--- config.mk ---
export PLATFORM = sky130hd
export DESIGN_NAME = mem_arbiter_flat
export DESIGN_NICKNAME = d
export VERILOG_FILES = /design/src/rtl/mem_arbiter_if.sv /design/src/rtl/mem_arbiter.sv /design/src/flat_wrapper.sv
export SDC_FILE = /design/constraint.sdc
export NUM_CORES = 1
export LEC_CHECK = 0
export CAP_MARGIN = 30
export CORE_AREA = 2 2 118 120
export CTS_BUF_LIST = sky130_fd_sc_hd__clkbuf_8
export DETAILED_ROUTE_END_ITERATION = 16
export DIE_AREA = 0 0 120 122
export HOLD_SLACK_MARGIN = 0.1
export PLACE_DENSITY = 0.78
export SYNTH_ARGS = -nofsm -noshare
export SYNTH_HDL_FRONTEND = slang
export SYNTH_SLANG_ARGS = --single-unit
export TNS_END_PERCENT = 30
--- constraint.sdc ---
create_clock -name clk -period 5.44 [get_ports clk]
set_clock_uncertainty 0.05 [all_clocks]
set_input_delay 1.632 -clock clk [delete_from_list [all_inputs] [get_ports clk]]
set_output_delay 1.632 -clock clk [all_outputs]
set_load 0.01 [all_outputs]
--- src/rtl/mem_arbiter_if.sv ---
// rtl/mem_arbiter_if.sv - two-requester memory arbiter bus bundle
interface mem_arbiter_if;
    logic        m0_req_i;
    logic [31:0] m0_addr_i;
    logic [3:0]  m0_wmask_i;
    logic [31:0] m0_wdata_i;
    logic        m0_gnt_o;
    logic [31:0] m0_rdata_o;
    logic        m0_rvalid_o;

    logic        m1_req_i;
    logic [31:0] m1_addr_i;
    logic [3:0]  m1_wmask_i;
    logic [31:0] m1_wdata_i;
    logic        m1_gnt_o;
    logic [31:0] m1_rdata_o;
    logic        m1_rvalid_o;

    logic [31:0] mem_addr_o;
    logic        mem_rstrb_o;
    logic [3:0]  mem_wmask_o;
    logic [31:0] mem_wdata_o;
    logic [31:0] mem_rdata_i;

    // Arbiter side.
    modport slave (
        input  m0_req_i, m0_addr_i, m0_wmask_i, m0_wdata_i,
        output m0_gnt_o, m0_rdata_o, m0_rvalid_o,
        input  m1_req_i, m1_addr_i, m1_wmask_i, m1_wdata_i,
        output m1_gnt_o, m1_rdata_o, m1_rvalid_o,
        output mem_addr_o, mem_rstrb_o, mem_wmask_o, mem_wdata_o,
        input  mem_rdata_i
    );

    // Requesters and memory side.
    modport master (
        output m0_req_i, m0_addr_i, m0_wmask_i, m0_wdata_i,
        input  m0_gnt_o, m0_rdata_o, m0_rvalid_o,
        output m1_req_i, m1_addr_i, m1_wmask_i, m1_wdata_i,
        input  m1_gnt_o, m1_rdata_o, m1_rvalid_o,
        input  mem_addr_o, mem_rstrb_o, mem_wmask_o, mem_wdata_o,
        output mem_rdata_i
    );
endinterface

--- src/rtl/mem_arbiter.sv ---
// rtl/mem_arbiter.sv - round-robin two-port arbiter onto a single fixed-latency memory
module mem_arbiter #(
    parameter int RD_LATENCY = 1
) (
    input  logic         clk,
    input  logic         rst_n,
    mem_arbiter_if.slave bus
);
    typedef enum logic [1:0] {IDLE, ISSUE, WAIT} state_t;

    state_t      state_q, state_d;
    logic        owner_q, owner_d;
    logic        last_q, last_d;
    logic [31:0] addr_q, addr_d;
    logic [3:0]  wmask_q, wmask_d;
    logic [31:0] wdata_q, wdata_d;
    logic [3:0]  cnt_q, cnt_d;

    logic        winner;
    logic        gnt;
    logic        rvalid;
    logic        rstrb;
    logic [31:0] mem_addr;
    logic [3:0]  mem_wmask;
    logic [31:0] mem_wdata;

    always_ff @(posedge clk or negedge rst_n) begin
        if (!rst_n) begin
            state_q <= IDLE;
            owner_q <= 1'b0;
            last_q  <= 1'b1;
            addr_q  <= '0;
            wmask_q <= '0;
            wdata_q <= '0;
            cnt_q   <= '0;
        end else begin
            state_q <= state_d;
            owner_q <= owner_d;
            last_q  <= last_d;
            addr_q  <= addr_d;
            wmask_q <= wmask_d;
            wdata_q <= wdata_d;
            cnt_q   <= cnt_d;
        end
    end

    always_comb begin
        state_d   = state_q;
        owner_d   = owner_q;
        last_d    = last_q;
        addr_d    = addr_q;
        wmask_d   = wmask_q;
        wdata_d   = wdata_q;
        cnt_d     = cnt_q;
        winner    = 1'b0;
        gnt       = 1'b0;
        rvalid    = 1'b0;
        rstrb     = 1'b0;
        mem_addr  = '0;
        mem_wmask = '0;
        mem_wdata = '0;
        case (state_q)
            IDLE: begin
                if (bus.m0_req_i || bus.m1_req_i) begin
                    // Under contention the side not granted last wins.
                    winner  = (bus.m0_req_i && bus.m1_req_i) ? ~last_q : bus.m1_req_i;
                    owner_d = winner;
                    last_d  = winner;
                    addr_d  = winner ? bus.m1_addr_i  : bus.m0_addr_i;
                    wmask_d = winner ? bus.m1_wmask_i : bus.m0_wmask_i;
                    wdata_d = winner ? bus.m1_wdata_i : bus.m0_wdata_i;
                    state_d = ISSUE;
                end
            end
            ISSUE: begin
                gnt       = 1'b1;
                mem_addr  = addr_q;
                mem_wmask = wmask_q;
                mem_wdata = wdata_q;
                if (wmask_q == 4'b0000) begin
                    rstrb   = 1'b1;
                    cnt_d   = 4'(RD_LATENCY);
                    state_d = WAIT;
                end else begin
                    state_d = IDLE;
                end
            end
            WAIT: begin
                cnt_d = cnt_q - 4'd1;
                if (cnt_q == 4'd1) begin
                    rvalid  = 1'b1;
                    state_d = IDLE;
                end
            end
            default: state_d = IDLE;
        endcase
    end

    assign bus.m0_gnt_o    = gnt & ~owner_q;
    assign bus.m1_gnt_o    = gnt &  owner_q;
    assign bus.m0_rvalid_o = rvalid & ~owner_q;
    assign bus.m1_rvalid_o = rvalid &  owner_q;
    assign bus.m0_rdata_o  = (rvalid && !owner_q) ? bus.mem_rdata_i : 32'h0;
    assign bus.m1_rdata_o  = (rvalid &&  owner_q) ? bus.mem_rdata_i : 32'h0;
    assign bus.mem_addr_o  = mem_addr;
    assign bus.mem_rstrb_o = rstrb;
    assign bus.mem_wmask_o = mem_wmask;
    assign bus.mem_wdata_o = mem_wdata;
endmodule

--- src/flat_wrapper.sv ---
// flat-port wrapper written by rule: the top's interface ports become plain ports
module mem_arbiter_flat 
#(
    parameter int RD_LATENCY = 1
)
  (clk, rst_n, bus_m0_req_i, bus_m0_addr_i, bus_m0_wmask_i, bus_m0_wdata_i, bus_m0_gnt_o, bus_m0_rdata_o, bus_m0_rvalid_o, bus_m1_req_i, bus_m1_addr_i, bus_m1_wmask_i, bus_m1_wdata_i, bus_m1_gnt_o, bus_m1_rdata_o, bus_m1_rvalid_o, bus_mem_addr_o, bus_mem_rstrb_o, bus_mem_wmask_o, bus_mem_wdata_o, bus_mem_rdata_i);
  mem_arbiter_if bus_i ();
  input  logic clk;
  input  logic rst_n;
  input wire logic [$bits(bus_i.m0_req_i)-1:0] bus_m0_req_i;
  input wire logic [$bits(bus_i.m0_addr_i)-1:0] bus_m0_addr_i;
  input wire logic [$bits(bus_i.m0_wmask_i)-1:0] bus_m0_wmask_i;
  input wire logic [$bits(bus_i.m0_wdata_i)-1:0] bus_m0_wdata_i;
  output wire logic [$bits(bus_i.m0_gnt_o)-1:0] bus_m0_gnt_o;
  output wire logic [$bits(bus_i.m0_rdata_o)-1:0] bus_m0_rdata_o;
  output wire logic [$bits(bus_i.m0_rvalid_o)-1:0] bus_m0_rvalid_o;
  input wire logic [$bits(bus_i.m1_req_i)-1:0] bus_m1_req_i;
  input wire logic [$bits(bus_i.m1_addr_i)-1:0] bus_m1_addr_i;
  input wire logic [$bits(bus_i.m1_wmask_i)-1:0] bus_m1_wmask_i;
  input wire logic [$bits(bus_i.m1_wdata_i)-1:0] bus_m1_wdata_i;
  output wire logic [$bits(bus_i.m1_gnt_o)-1:0] bus_m1_gnt_o;
  output wire logic [$bits(bus_i.m1_rdata_o)-1:0] bus_m1_rdata_o;
  output wire logic [$bits(bus_i.m1_rvalid_o)-1:0] bus_m1_rvalid_o;
  output wire logic [$bits(bus_i.mem_addr_o)-1:0] bus_mem_addr_o;
  output wire logic [$bits(bus_i.mem_rstrb_o)-1:0] bus_mem_rstrb_o;
  output wire logic [$bits(bus_i.mem_wmask_o)-1:0] bus_mem_wmask_o;
  output wire logic [$bits(bus_i.mem_wdata_o)-1:0] bus_mem_wdata_o;
  input wire logic [$bits(bus_i.mem_rdata_i)-1:0] bus_mem_rdata_i;
  assign bus_i.m0_req_i = bus_m0_req_i;
  assign bus_i.m0_addr_i = bus_m0_addr_i;
  assign bus_i.m0_wmask_i = bus_m0_wmask_i;
  assign bus_i.m0_wdata_i = bus_m0_wdata_i;
  assign bus_m0_gnt_o = bus_i.m0_gnt_o;
  assign bus_m0_rdata_o = bus_i.m0_rdata_o;
  assign bus_m0_rvalid_o = bus_i.m0_rvalid_o;
  assign bus_i.m1_req_i = bus_m1_req_i;
  assign bus_i.m1_addr_i = bus_m1_addr_i;
  assign bus_i.m1_wmask_i = bus_m1_wmask_i;
  assign bus_i.m1_wdata_i = bus_m1_wdata_i;
  assign bus_m1_gnt_o = bus_i.m1_gnt_o;
  assign bus_m1_rdata_o = bus_i.m1_rdata_o;
  assign bus_m1_rvalid_o = bus_i.m1_rvalid_o;
  assign bus_mem_addr_o = bus_i.mem_addr_o;
  assign bus_mem_rstrb_o = bus_i.mem_rstrb_o;
  assign bus_mem_wmask_o = bus_i.mem_wmask_o;
  assign bus_mem_wdata_o = bus_i.mem_wdata_o;
  assign bus_i.mem_rdata_i = bus_mem_rdata_i;
  mem_arbiter #(.RD_LATENCY(RD_LATENCY)) u_core (.clk(clk), .rst_n(rst_n), .bus(bus_i));
endmodule
Word level (Yosys, flattened, before mapping)
Index checks and enable logic that the tools add are counted.
- bits of input ports: 172
- register bits: 76
- logic and storage cells: 51
- output and inout bits: 137
- add/sub/neg operators: 1
- reduce and logical (&&, ||, !) cells: 11
- mux-type cells: 20
- bitwise logic cells: 6
- equal/unequal tests: 6
- operators by type and width (kind ; number):
    $mux W32 ; 6
    $mux W4 ; 3
    $pmux W4 S2 ; 1
    $mux W1 ; 6
    $mux W2 ; 3
    $ne A2 B1 Y1 const B ; 3
    $pmux W2 S3 ; 1
    $reduce_and A2 Y1 ; 3
    $and A1 B1 Y1 ; 4
    $eq A4 B1 Y1 const B ; 1
    $logic_not A4 Y1 ; 1
    $sub A4 B1 Y4 const B ; 1
    $logic_and A1 B1 Y1 ; 3
    $eq A2 B1 Y1 const B ; 1
    $eq A2 B2 Y1 const B ; 1
    $logic_not A2 Y1 ; 1
    $not A1 Y1 ; 2
    $reduce_bool A2 Y1 ; 1
    $logic_not A1 Y1 ; 1
    $logic_or A1 B1 Y1 ; 1

Depth between registers and ports, before layout
Gate-level depths: netlist of the first run.
- word-level depth: 5
- depth in mapped cells: 6
- depth with buffers taken out: 5

Worst setup path before layout of the first run
No wires, ideal clock.
- path kind: input-to-output
- start point: in bus_mem_rdata_i[0]
- end point: out bus_m0_rdata_o[0]
- path buffers: 0
- required time: 3.758 ns
- cell stages on the path: 1
- slack: 1.980 ns
- arrival time: 1.778 ns
- cells stage by stage: and2_1
- cells in the longest elaborated chain, start to end: 1
- ends and longest elaborated chain (what ; line ; RTL):
    start, declared ; flat_wrapper.sv:28 ; input wire logic [$bits(bus_i.mem_rdata_i)-1:0] bus_mem_rdata_i;
    $mux W32 ; mem_arbiter.sv:103 ; assign bus.m0_rdata_o = (rvalid && !owner_q) ? bus.mem_rdata_i : 32'h0;
    end, declared ; flat_wrapper.sv:15 ; output wire logic [$bits(bus_i.m0_rdata_o)-1:0] bus_m0_rdata_o;
No other way between the ends.

Final worst setup path of the first run
- start point: reg u_core.cnt_q[1]
- end point: out bus_m1_rdata_o[26]
- cells in the longest elaborated chain, start to end: 5
- ends and longest elaborated chain (what ; line ; RTL):
    start, declared ; mem_arbiter.sv:17 ; logic [3:0] cnt_q, cnt_d;
    start signal, assigned ; mem_arbiter.sv:43 ; cnt_q <= cnt_d;
    $eq A4 B1 Y1 ; mem_arbiter.sv:90 ; if (cnt_q == 4'd1) begin
    $mux W1 ; mem_arbiter.sv:90 ;
    $mux W1 ; mem_arbiter.sv:62 ; case (state_q)
    $logic_and A1 B1 Y1 ; mem_arbiter.sv:104 ; assign bus.m1_rdata_o = (rvalid && owner_q) ? bus.mem_rdata_i : 32'h0;
    $mux W32 ; mem_arbiter.sv:104 ;
    end, declared ; flat_wrapper.sv:22 ; output wire logic [$bits(bus_i.m1_rdata_o)-1:0] bus_m1_rdata_o;
No other way between the ends.

==> results.cfg, run 1 <==
[critical_path]
r2r_end = u_core.addr_q[25]
crit_fanout = 33
crit_start = u_core.cnt_q[1]
cp-start-kind = flop
crit_slowest_cell = and3_1
r2r_start = u_core.last_q
crit_type = reg -> out
worstPathCellList = inv_1 -> ha_1 -> nor3b_1 -> and3_1 -> and2_1 -> clkdlybuf4s50_1
cpPeakStageDelay_ps = 800
regToRegSetupSlack_ps = 3170
crit_arrival_ps = 2900
end_kind = output pin
worst-r2r-cell-count = 4
critPathRequiredTime_ps = 3760

[floorplan]
row_count = 43
start_util_pct = 34.7
die_h_um = 122
design.core.area_mm2 = 0.0135
ioPinCount = 309
die_area_mm2 = 0.0146
die_x_um = 120

[synthesis]
synthXorXnorAreaFrac_pct = 0.187
synth-simple-area-share_pct = 19.6
synth.ff_latch_count = 76
synth.area.top_cells = dfrtp_1 40%, mux2_2 28%, and2_1 18%, mux2_4 5.8%, buf_2 1.3%
synthMuxAreaShare_pct = 34.1
yosysWarnings = 0
ys_seq_area_share_pct = 40.6
synth_area_per_cell_um2 = 11.5
synth.distinct_cells = 29
synth_top_family_by_area = multiplexers
synthAdderAreaFrac_pct = 0.534
syn_nets = 581
synth-compound-area-share_pct = 1.60
synth_top_cell_by_area = dfrtp_1
synth_top_cell_area_share_pct = 40.0
syn-cell-area_mm2 = 0.00469
syn_inst = 407

[sta]
tightestPinTransition_ps = 869
relSlewSlack_pct = 42.1
period_needed_ps = 4590
fin_tns_setup_ps = 0
maxSlewViolCount = 0
hold-worst-slack_ps = 450
setup_viol = 0
grt_setup_unrepaired = false
min_period_over_period_pct = 84.3
final-hold-violation-count = 0
fmax_mhz = 218

[clock_tree]
h-tree-depth = 3
clockBufferDepth = 2
clk_pin_slew_ps = 80
cts_hold_buf = 0
postCtsSetupBuffers = 0
cts_buffers = 9
cts_tree = built
clockRootBuffer = clkbuf_8
cts_resized = 0
insertion_delay_ps = 350
cts_sinks = 76

[run_status]
status = finished clean

[route]
drt_iter0_markers = 95
drt-vias-per-instance = 4.65
wl_per_cell_um = 16.7
routed_wl_um = 14900
final_antenna_net_count = 0
drc = 0
drt-pass1-iter-count = 4
num_vias = 4138

[power_and_ir_drop]
ir_worst_vdd_v = 0.000202
powerDensity_mw_per_mm2 = 424
power.leakage_uw = 0.00331

[grt]
grt_pass1_vias = 4232
grt_use_total_pct = 19.8
overflow = 0
grt_pass1_wl_um = 22300
grt_max_degree = 77
antenna_found_initial = 3

[layout]
fin_area_mm2 = 0.00824
layout_common_cells = 307 x clkdlybuf4s50_1, 132 x and2_1, 118 x mux2_2, 75 x dfrtp_1, 18 x mux2_4
post-route-util_pct = 61.0
final_common_cell = clkdlybuf4s50_1
area_growth_pct = 75.8
fin_nets = 875
drive_gt1_share_pct = 22.8

[placed_design]
numPortBuffers = 308
dpl.hpwl_um = 11800
place_area_mm2 = 0.00794
place_congestion = 0.919

[hold_path]
min_path_cells = 1
whs_endpoint = u_core.addr_q[7]
hp-start = u_core.addr_q[7]
hp-class = reg -> reg

[run]
drv_cap = 0
-- worst max path at each step --
stage / depth (start not counted) / to / slack (ps)
after global routing: 6 / bus_m1_rdata_o[26] / 570
after floorplan: 1 / bus_m0_rdata_o[0] / 1980
after global placement: 3 / bus_m0_rdata_o[18] / 930
after CTS: 6 / bus_m0_rdata_o[18] / 820
after detailed placement: 3 / bus_m0_rdata_o[18] / 940
final: 6 / bus_m1_rdata_o[26] / 850
-- synth_stat cells --
master and n:
mux2_2 118, o21ai_0 1, o21a_1 1, a21oi_1 2, buf_2 12, dfrtp_1 75, a31oi_1 1, ha_1 2
o211ai_1 1, nor3b_1 1, a21bo_1 1, and2_1 132, xor2_1 1, nor2b_1 2, and3_1 2, nand2b_1 2
clkbuf_1 14, nor2_1 5, nand3b_1 1, dfstp_2 1, inv_1 3, mux2_4 18, o22ai_1 2, buf_6 3
o32ai_1 1, or3_1 2, nand2_1 1, a21boi_0 1, or4_1 1
-- routing by layer --
| layer | up-vias | wire length (um) | global-route usage, % |
|---|---|---|---|
| li1 | 1958 | - | - |
| met1 | 1989 | 5150 | 19.7 |
| met2 | 174 | 8290 | 37.8 |
| met3 | 17 | 1200 | 5.76 |
| met4 | 0 | 246 | 8.75 |
| met5 | - | 0 | 0 |
-- report_power, final --
part           total [uW]  switching (uW)  internal, uW  leakage (uW)
Clock                 577             213           365      0.000137
Combinational        1920             748          1170       0.00229
Sequential            998             145           853      0.000892
-- sequential cells by signal (all words and copies together) (netlist names) --
register and count:
u_core.wdata_q 32, u_core.owner_q 1, u_core.wmask_q 4, u_core.state_q 2, u_core.cnt_q 4, u_core.addr_q 32, u_core.last_q 1
-- cells by family after synthesis --
group / after synthesis
simple gates: 149
compound gates: 11
xor+xnor: 1
buf+inv: 32
flops: 76
fa+ha+maj: 2
mux: 136
-- worst max-delay path: cells and delay by family, from the launching register on --
kind / cells / cell delay, ps
buffers and inverters: 2 / 670
AND/OR/NAND/NOR: 3 / 1340
adder cells (fa/ha/maj): 1 / 130
flip-flops: 1 / 410
-- through the flow --
stage,std cells,total power (uW),worst slack (ps)
5_1_grt,889,3720,568
2_1_floorplan,407,2010,1980
6_report,889,3490,855
4_1_cts,885,3540,815
3_3_place_gp,867,2850,933
3_5_place_dp,869,2950,938
-- final cells by class --
cell class	instances	area [um2]
inverter	3	11.3
timing repair buffer	312	3180
multi-input combinational	299	2650
fill	1126	5260
antenna	3	7.51
clock buffer	10	138
tap	180	225
clock inverter	6	134
sequential	76	1900
Note: power is estimated with default switching activity, not from simulation.
==> run 2, diff against run 1 <==
--- a/config.mk
+++ b/config.mk
@@ -6,12 +6,11 @@
 export NUM_CORES = 1
 export LEC_CHECK = 0
 export CAP_MARGIN = 30
-export CORE_AREA = 2 2 118 120
+export CORE_UTILIZATION = 34
 export CTS_BUF_LIST = sky130_fd_sc_hd__clkbuf_8
 export DETAILED_ROUTE_END_ITERATION = 16
-export DIE_AREA = 0 0 120 122
 export HOLD_SLACK_MARGIN = 0.1
-export PLACE_DENSITY = 0.78
+export PLACE_DENSITY = 0.79
 export SYNTH_ARGS = -nofsm -noshare
 export SYNTH_HDL_FRONTEND = slang
 export SYNTH_SLANG_ARGS = --single-unit
==> constraint.sdc (replaced) <==
create_clock -name clk -period 3.7 [get_ports clk]
set_clock_uncertainty 0.05 [all_clocks]
set_input_delay 1.11 -clock clk [delete_from_list [all_inputs] [get_ports clk]]
set_output_delay 1.11 -clock clk [all_outputs]
set_load 0.01 [all_outputs]
==> run 2 against run 1 <==
Register-to-register slack lost 1600 ps. Sequential share of layout area grew 0.26 points. Clock power shrank 5.5%. Power grew 38%. Utilization is essentially flat. Hold slack lost 1.3 ps. Wire length shrank 0.18%. Global-route usage grew 1.2 points. Final cell count shrank 0.22%. Clock-buffer cell count is the same. Worst setup slack lost 660 ps. Largest power group unchanged. Highest routed layer unchanged.
==> results.cfg, run 2 (synthesis gave the netlist of run 1 again) <==
[run_status]
status = finished clean

[clock_tree]
postCtsSetupBuffers = 0
cts_tree = built
clk_pin_slew_ps = 70
h-tree-depth = 3
cts_buffers = 9
cts_hold_buf = 0
cts_sinks = 76
clockBufferDepth = 2
clockRootBuffer = clkbuf_8
insertion_delay_ps = 360

[grt]
grt_use_total_pct = 21.0
met1_usage_pct = 21.0
met3_usage_pct = 7.61
met2_usage_pct = 38.5
grt_pass1_vias = 4352
overflow = 0
grt_pass1_wl_um = 23000
grt.busiest_layer = met2
antenna_found_initial = 2
grt_max_degree = 77

[hold_path]
hp-start = u_core.addr_q[27]
min_path_cells = 1
hp-class = reg -> reg
whs_endpoint = u_core.addr_q[27]

[layout]
drive_gt1_share_pct = 23.0
fin_area_mm2 = 0.00815
reg_top3 = u_core.addr_q: 32 flops, u_core.wdata_q: 32 flops
area_growth_pct = 73.9
layout_common_cells = 307 x clkdlybuf4s50_1, 132 x and2_1, 118 x mux2_2, 75 x dfrtp_1, 18 x mux2_4
fillers = 1079
final_common_cell = clkdlybuf4s50_1
fin_nets = 880

[critical_path]
end_kind = output pin
worst-r2r-cell-count = 4
regToRegSetupSlack_ps = 1600
r2r_start = u_core.state_q[1]
crit_fanout = 33
crit_type = reg -> out
r2r_end = u_core.wdata_q[19]
critPathRequiredTime_ps = 2540
cp-start-kind = flop
crit_arrival_ps = 2340

[power_and_ir_drop]
clockPowerShare_pct = 11.3
p_int_uw = 3220
powerDensity_mw_per_mm2 = 593
total_power_uw = 4830
ir_worst_vdd_v = 0.000349
power.leakage_uw = 0.00329
switching_share_pct = 33.4
pwr-share-seq_pct = 30.4
p_switching_uw = 1620
power.share.combinational_pct = 58.4

[route]
wl_per_cell_um = 16.7
drt-vias-per-instance = 4.69
num_vias = 4158
routed_wl_um = 14900
final_antenna_net_count = 0
drt-pass1-iter-count = 4
drt_iter0_markers = 106
drc = 0

[placed_design]
numPortBuffers = 308
place_area_mm2 = 0.00795
place_congestion = 0.942
dpl.hpwl_um = 11700

[sta]
hold-worst-slack_ps = 448
grt_setup_unrepaired = false
fin_tns_setup_ps = 0
setup_viol = 0
fmax_mhz = 285
relSlewSlack_pct = 67.7
maxSlewViolCount = 0
period_needed_ps = 3500
min_period_over_period_pct = 94.7
final-hold-violation-count = 0
tightestPinTransition_ps = 484

[run]
drv_cap = 0

[floorplan]
start_util_pct = 35.1
row_count = 42
ioPinCount = 309
design.core.area_mm2 = 0.0133
die_x_um = 119
die_h_um = 119
die_area_mm2 = 0.0143
[run 2: cell types whose count changed in the layout (fill, tap and decap cells not counted)]
cell / delta
buf_4: +4
inv_1: +2
buf_6: +2
inv_6: -1
nor3b_2: +1
buf_16: -1
nor3b_1: -1
bufinv_16: -4
diode_2: -1
clkinvlp_4: +1
[run 2: repair_timing]
| action | in CTS | in global routing |
|---|---|---|
| resized for setup | 1 | 2 |
| pin swaps | 0 | 0 |
| setup endpoints to repair | 3 | 5 |
[run 2: power by group through the flow]
stage | logic [uW] | clock network [uW] | registers, uW
2_1_floorplan | 1550 | 0 | 1400
3_3_place_gp | 2790 | 0 | 1450
3_5_place_dp | 2850 | 0 | 1470
4_1_cts | 2870 | 567 | 1470
5_1_grt | 3020 | 601 | 1520
6_report | 2820 | 545 | 1470
[run 2: through the flow]
stage / util [%] / setup WS, ps / std cells
global placement: 59.6 / 247 / 870
finish: 61.1 / 196 / 887
detailed placement: 59.6 / 239 / 870
CTS: 60.8 / 108 / 884
floorplan: - / 1020 / 407
global route: 61.1 / 41.4 / 887
[run 2: area by class of cell]
| class | instances | area, um2 | area share [%] |
|---|---|---|---|
| clock buffer | 10 | 138 | 1.69 |
| antenna | 2 | 5.00 | 0.0614 |
| tap | 176 | 220 | 2.70 |
| inverter | 3 | 11.3 | 0.138 |
| sequential | 76 | 1900 | 23.3 |
| clock inverter | 4 | 20.0 | 0.246 |
| timing repair buffer | 317 | 3200 | 39.3 |
| multi-input combinational | 299 | 2660 | 32.6 |
[run 2: per-layer routing]
layer | vias up | wire length (um)
met5 | - | 0
met4 | 0 | 505
met3 | 30 | 1270
met2 | 187 | 7970
met1 | 1970 | 5110
li1 | 1971 | -
[run 2: worst max-delay path: stages (launching register included)]
cell and delay, ps:
dfrtp_1 400, inv_1 90, ha_1 140, nor3b_2 210, and3_1 200, buf_6 200, and2_1 150, clkdlybuf4s50_1 580
[run 2: how the worst max path moves through the flow]
stage          slack [ps]  depth (start not counted)                 end                 from
2_1_floorplan        1020                          6  bus_m0_rdata_o[22]      u_core.cnt_q[1]
6_report              200                          7   bus_m0_rdata_o[1]      u_core.cnt_q[1]
3_3_place_gp          250                          3  bus_m0_rdata_o[19]  bus_mem_rdata_i[19]
3_5_place_dp          240                          3  bus_m0_rdata_o[30]  bus_mem_rdata_i[30]
5_1_grt                40                          7   bus_m1_rdata_o[2]      u_core.cnt_q[1]
4_1_cts               110                          7  bus_m0_rdata_o[19]      u_core.cnt_q[1]
